$ cat config.mk
export PLATFORM = sky130hd
export DESIGN_NAME = mux_display_scanner
export DESIGN_NICKNAME = d
export VERILOG_FILES = /design/src/rtl/mds_pkg.sv /design/src/rtl/mds_seg_decode.sv /design/src/rtl/mux_display_scanner.sv
export SDC_FILE = /design/constraint.sdc
export NUM_CORES = 1
export LEC_CHECK = 0
export CORE_ASPECT_RATIO = 0.75
export CORE_UTILIZATION = 33
export DETAILED_ROUTE_END_ITERATION = 10
export SLEW_MARGIN = 0
export SYNTH_ARGS = -nofsm -noshare
export SYNTH_HDL_FRONTEND = slang
export SYNTH_SLANG_ARGS = --single-unit
$ cat constraint.sdc
create_clock -name clk -period 8.45 [get_ports clk]
set_input_delay 0.845 -clock clk [delete_from_list [all_inputs] [get_ports clk]]
set_output_delay 0.845 -clock clk [all_outputs]
set_load 0.1 [all_outputs]
$ cat src/rtl/mds_pkg.sv
// Shared constants for the multiplexed display scanner: register map,
// CTRL bit positions and the 7-segment glyph table ({g,f,e,d,c,b,a}).
package mds_pkg;

    localparam logic [3:0] ADDR_CTRL   = 4'h8;
    localparam logic [3:0] ADDR_DIV_LO = 4'h9;
    localparam logic [3:0] ADDR_DIV_HI = 4'hA;
    localparam logic [3:0] ADDR_BRIGHT = 4'hB;
    localparam logic [3:0] ADDR_STATUS = 4'hC;

    localparam int CTRL_EN  = 7;
    localparam int CTRL_AL  = 6;
    localparam int CTRL_RBI = 5;
    localparam int CTRL_LT  = 4;
    localparam int CTRL_BI  = 3;
    localparam int CTRL_HEX = 2;

    // en=0, al=1, rbi=1, lt=1, bi=1, hex=1
    localparam logic [7:0] CTRL_RESET = 8'h7C;

    localparam logic [6:0] GLYPH [16] = '{
        7'h3F, 7'h06, 7'h5B, 7'h4F, 7'h66, 7'h6D, 7'h7D, 7'h07,
        7'h7F, 7'h6F, 7'h77, 7'h7C, 7'h39, 7'h5E, 7'h79, 7'h71
    };

endpackage

$ cat src/rtl/mds_seg_decode.sv
// Combinational BCD/hex to 7-segment decode with lamp test, blanking
// input and ripple-blank control. Output is active-high {dp,g,f,e,d,c,b,a}.
module mds_seg_decode
    import mds_pkg::*;
(
    input  logic [3:0] bcd,
    input  logic       dp,
    input  logic       hex,
    input  logic       lt,
    input  logic       bi,
    input  logic       blank,
    output logic [7:0] seg
);

    // Later assignments win: lamp test overrides blanking input, which
    // overrides glyph/leading-zero handling.
    always_comb begin
        seg = {dp, GLYPH[bcd]};
        if (bcd > 4'd9 && !hex) seg[6:0] = '0;
        if (blank) seg[6:0] = '0;
        if (!bi) seg = '0;
        if (!lt) seg = '1;
    end

endmodule

$ cat src/rtl/mux_display_scanner.sv
// Multiplexed 7-segment display scanner with register interface.
// Optional brightness PWM is enabled by defining MDS_PWM_EN.
module mux_display_scanner
    import mds_pkg::*;
#(
    parameter int NUM_DIGITS = 4,
    parameter int DIV_W      = 16
) (
    input  logic                  clk,
    input  logic                  rst_n,
    input  logic [3:0]            address,
    input  logic                  data_write,
    input  logic [7:0]            data_in,
    output logic [7:0]            data_out,
    output logic [7:0]            uo_out,
    output logic [NUM_DIGITS-1:0] dig_out,
    output logic                  frame_irq
);

    logic [4:0]            digit_q [8];
    logic [7:0]            ctrl_q;
    logic [DIV_W-1:0]      div_q;
    logic [DIV_W-1:0]      cnt_q;
    logic [2:0]            cur_q;
    logic [3:0]            frame_cnt_q;
    logic                  irq_q;
    logic [15:0]           div_wide;
    logic [15:0]           div_wr;
    logic                  slot_end;
    logic                  wrap;
    logic                  pwm_on;
    logic                  en;
    logic                  al;
    logic                  blank;
    logic [4:0]            cur_val;
    logic [7:0]            seg;
    logic [NUM_DIGITS-1:0] dig_act;

    assign en       = ctrl_q[CTRL_EN];
    assign al       = ctrl_q[CTRL_AL];
    assign div_wide = 16'(div_q);
    assign slot_end = (cnt_q >= div_q);
    assign wrap     = slot_end && (cur_q == 3'(NUM_DIGITS - 1));
    assign cur_val  = digit_q[cur_q];

    always_comb begin
        div_wr = div_wide;
        if (address == ADDR_DIV_HI) div_wr[15:8] = data_in;
        else                        div_wr[7:0]  = data_in;
    end

    always_ff @(posedge clk or negedge rst_n) begin
        if (!rst_n) begin
            for (int unsigned i = 0; i < 8; i++) digit_q[i] <= '0;
            ctrl_q      <= CTRL_RESET;
            div_q       <= '1;
            cnt_q       <= '0;
            cur_q       <= '0;
            frame_cnt_q <= '0;
            irq_q       <= 1'b0;
        end else begin
            if (en) begin
                if (slot_end) begin
                    cnt_q <= '0;
                    cur_q <= wrap ? 3'd0 : cur_q + 3'd1;
                    if (wrap) frame_cnt_q <= frame_cnt_q + 4'd1;
                end else begin
                    cnt_q <= cnt_q + DIV_W'(1);
                end
            end
            irq_q <= en && wrap;
            if (data_write) begin
                for (int unsigned i = 0; i < NUM_DIGITS; i++)
                    if (address == 4'(i)) digit_q[i] <= data_in[4:0];
                case (address)
                    ADDR_CTRL:   ctrl_q <= data_in & 8'hFC;
                    ADDR_DIV_LO,
                    ADDR_DIV_HI: div_q  <= div_wr[DIV_W-1:0];
                    default:     ;
                endcase
            end
        end
    end

`ifdef MDS_PWM_EN
    logic [3:0] bright_q;
    logic [3:0] pwm_q;

    always_ff @(posedge clk or negedge rst_n) begin
        if (!rst_n) begin
            bright_q <= 4'hF;
            pwm_q    <= '0;
        end else begin
            pwm_q <= pwm_q + 4'd1;
            if (data_write && address == ADDR_BRIGHT) bright_q <= data_in[3:0];
        end
    end

    assign pwm_on = (pwm_q <= bright_q);
`else
    assign pwm_on = 1'b1;
`endif

    // Digit i is a leading zero when it and every higher digit hold bcd 0;
    // unused array entries above NUM_DIGITS stay zero.
    always_comb begin
        blank = ctrl_q[CTRL_RBI] && (cur_q != 3'd0);
        for (int unsigned i = 0; i < 8; i++)
            if (3'(i) >= cur_q && digit_q[i][3:0] != 4'd0) blank = 1'b0;
    end

    mds_seg_decode u_decode (
        .bcd   (cur_val[3:0]),
        .dp    (cur_val[4]),
        .hex   (ctrl_q[CTRL_HEX]),
        .lt    (ctrl_q[CTRL_LT]),
        .bi    (ctrl_q[CTRL_BI]),
        .blank (blank),
        .seg   (seg)
    );

    // First cycle of each slot (count 0) keeps digits dark to avoid ghosting.
    always_comb begin
        dig_act = '0;
        for (int unsigned i = 0; i < NUM_DIGITS; i++)
            dig_act[i] = en && (cnt_q != '0) && pwm_on && (cur_q == 3'(i));
    end

    assign uo_out    = !rst_n ? 8'hFF : (al ? ~seg : seg);
    assign dig_out   = al ? ~dig_act : dig_act;
    assign frame_irq = irq_q && en;

    always_comb begin
        data_out = '0;
        for (int unsigned i = 0; i < NUM_DIGITS; i++)
            if (address == 4'(i)) data_out = {3'b000, digit_q[i]};
        case (address)
            ADDR_CTRL:   data_out = ctrl_q;
            ADDR_DIV_LO: data_out = div_wide[7:0];
            ADDR_DIV_HI: data_out = div_wide[15:8];
            ADDR_STATUS: data_out = {frame_cnt_q, 1'b0, cur_q};
`ifdef MDS_PWM_EN
            ADDR_BRIGHT: data_out = {4'b0000, bright_q};
`endif
            default:     ;
        endcase
    end

endmodule
==> key figures <==
Detailed routing
  – Avg WL per Cell: 16.8 µm
  – Vias after detailed routing: 3482
  – DR iter-0 viols: 291
  – Wirelength, routed: 10900 µm
  – Drt pass-1 iters: 5
  – Number of antenna-violating nets in the routed design: 0
  – Post-route DRC: 0
  – Per-cell via count in the routed design: 5.34

Die
  – Die Height: 102 µm
  – Placement Rows: 36
  – Core box area: 0.0130 mm²
  – Die area: 0.0139 mm²
  – Top-level I/O count: 36
  – Chip width: 136 µm
  – Initial core utilization: 33.9%

Place
  – Worst-case setup slack after placement: 3.48 ns
  – RD Place Congestion: 0.816
  – Placed wire-length estimate: 8320 µm
  – Port Buffers: 35

Synth
  – Share of synthesized flip-flops with an asynchronous set or reset: 100%
  – Synthesis-stage register bit count: 66
  – Commonest cells in the synthesized netlist: dfrtp_1 (45), nand2_1 (41), nor2_1 (31)
  – Top cells by area in the synthesized netlist: dfrtp_1 (25%), dfstp_2 (12%), ha_1 (7.6%)
  – Share of Yosys cell area claimed by the top area cell type: 25.5%
  – Count of flip-flops with a built-in enable after synthesis: 0
  – Number of nets produced by synthesis: 491
  – Most used standard cell by instance count after synthesis: dfrtp_1
  – Average footprint of a synthesized cell: 9.84 µm²
  – Distinct cell type count after synthesis: 61
  – Sequential fraction of the synthesis area: 38.0%
  – Count of synthesis-stage warnings from yosys: 20
  – Area of the mapped netlist: 0.00442 mm²
  – Largest area contributor in the synthesized netlist: dfrtp_1
  – Most used flip-flop cell after synthesis: dfrtp_1
  – Post-synthesis instance total: 449

CTS
  – Hold buffer count at cts: 0
  – Clock buffer count from CTS: 9
  – Number of instances resized during post-cts repair: 0
  – Clk sinks: 66
  – Register clock-pin slew on the reported worst setup and hold paths: 0.05 ns
  – Count of buffers added by post-CTS timing repair for setup: 0
  – Worst skew pair latency: 0.33 ns
  – TritonCTS clock tree: built
  – Buffer type at the clock tree root: clkbuf_16
  – CTS Buffer Depth: 2
  – H-tree levels: 3

STA
  – Min Clock Period, post-route: 5.22 ns
  – Slew HR: 28.5%
  – Sum of negative setup slack: 0 ns
  – Actual slew at the worst max-slew pin: 1.07 ns
  – Final Setup Violations: 0
  – F_max: 0.192 GHz
  – Clock skew after layout: 0.00349 ns
  – Hold violation count in the final report: 0
  – Unrepaired setup endpoints after global routing: no
  – Post-layout worst setup margin: 3.23 ns
  – Period utilisation layout: 61.7%
  – Max-slew violation count: 0

Pwr
  – Total leakage power: 0.00224 µW
  – Largest voltage drop on the vdd net: 194 µV
  – Power density over the cells: 263 mW/mm²

Finish
  – Fraction of layout instances using a drive strength above 1: 17.7%
  – Relative area change from synthesis to final layout: 17.4%
  – Number of filler instances in the final layout: 1265
  – Number of nets in the finished design: 518
  – Diode insertion count for antenna repair: 0

Global route
  – Global router's overall resource usage: 17.0%
  – Maximum number of pins on one net before global-route repair: 68
  – Global-route wire length before repair: 18000 µm
  – Antenna violations before repair: 0
  – Number of global-route vias before repair: 3349
  – Congestion Overflow GR: 0

Setup path
  – Critical path capture point type: output port
  – Max FO, Critical Path: 11
  – Library cell contributing the largest single delay on the critical path: clkdlybuf4s50_1
  – Worst Setup Path Type: flop to output port
  – Crit path launch type: flop
  – Cell chain of the critical path: mux4_1, nor2b_1, inv_1, ha_1, or2_2, a211o_1, nand4b_2, mux2i_1, nor2_1, clkdlybuf4s50_1
  – CP peak stage delay: 1.15 ns
  – Required time of the critical path: 7.61 ns
  – Worst path arrival time: 4.37 ns

Min path
  – Hold crit path type: flop to flop

Job
  – Number of maximum-capacitance violations: 0

Run status
  – Status: completed
[layout by cell type, fill, tap and decap left out, types with 3 or more instances in the layout]
cell	n
clkinv_2	3
inv_1	26
or3_1	3
and4_1	3
nand2_1	41
dfstp_2	21
and2_1	6
dfrtp_1	45
nand3_1	11
clkdlybuf4s50_1	34
nand3b_1	6
ha_1	27
clkbuf_16	9
mux4_2	6
buf_4	3
nor2_1	31
xor2_1	8
xnor2_1	12
nor2b_1	12
o22a_1	4
mux2_2	28
nand2b_1	3
o22ai_1	7
nor3_1	3
and3_1	7
o21ai_0	28
nor4_1	6
a211oi_1	4
mux2i_1	16
nor3b_1	4
a21o_1	3
a21oi_1	18
nand4_1	6
[flip-flops by register name (all words and copies together), names as in the netlist]
signal and count:
div_q 16, cnt_q 16, digit_q 20, cur_q 3
ctrl_q 6, frame_cnt_q 4, irq_q 1
[per-stage QoR]
step	power, µW	cell area, µm²	std cells	util (%)	hold slack (ns)
2_1_floorplan	860	4420	449	-	0.445
3_5_place_dp	987	4880	636	37.5	0.484
5_1_grt	1440	5190	652	39.8	0.494
3_3_place_gp	974	4880	636	37.5	0.468
6_report	1360	5190	652	39.8	0.488
4_1_cts	1370	5190	652	39.8	0.491
[metal layers]
metal  share of wire (%)  global-route usage (%)  vias up
li1                    -                       -     1665
met2                  40                    23.3      110
met1                  52                    26.6     1694
met5                   0                       0        -
met4                0.89                    3.63        0
met3                 7.0                    3.87       13
[logic make-up (layout without fill, tap and decap cells)]
family                   Yosys count  count (layout)  synth area share, %
adder cells (fa/ha/maj)           27              27                 7.64
buffers and inverters             48              80                 4.93
XOR/XNOR                          20              20                 3.96
flip-flops                        66              66                 38.0
AO/OA/AOI/OAI                     86              86                 12.6
AND/OR/NAND/NOR                  149             149                 17.6
multiplexers                      53              53                 15.3
[report_power, final]
group          total, µW  switching, µW  leakage (µW)  internal (µW)
combinational        525            342       0.00128            183
sequential           460           67.8      0.000807            392
clock                377            135      0.000151            242
[critical path: cells and delay by family (launching register included)]
| kind | cells | cell delay [ns] |
|---|---|---|
| buffers and inverters | 2 | 1.28 |
| AND/OR/NAND/NOR | 4 | 1.00 |
| flip-flops | 1 | 0.68 |
| multiplexers | 2 | 0.44 |
| AO/OA/AOI/OAI | 1 | 0.33 |
| adder cells (fa/ha/maj) | 1 | 0.30 |
[cell type report]
| class | count | area (µm²) | share of cell area [%] |
|---|---|---|---|
| Clock inverter | 5 | 52.6 | 1.01 |
| Sequential cell | 66 | 1680 | 32.4 |
| Inverter | 26 | 97.6 | 1.88 |
| Tap cell | 171 | 214 | 4.13 |
| Timing Repair Buffer | 38 | 368 | 7.09 |
| Multi-Input combinational cell | 335 | 2520 | 48.7 |
| Clock buffer | 11 | 253 | 4.87 |
[worst paths after layout]
check	start	endpoint	slack, ns	depth (start not counted)
max reg2reg	div_q[15]	frame_cnt_q[1]	5.54	7
min	frame_cnt_q[3]	frame_cnt_q[3]	0.49	1
min in group asynchronous	rst_n	cnt_q[5]	0.80	2
max in group asynchronous	rst_n	digit_q[32]	7.11	2
min reg2reg	frame_cnt_q[3]	frame_cnt_q[3]	0.49	1
max	cur_q[0]	uo_out[4]	3.23	10
No activity file was read; power rests on OpenSTA's default activity.
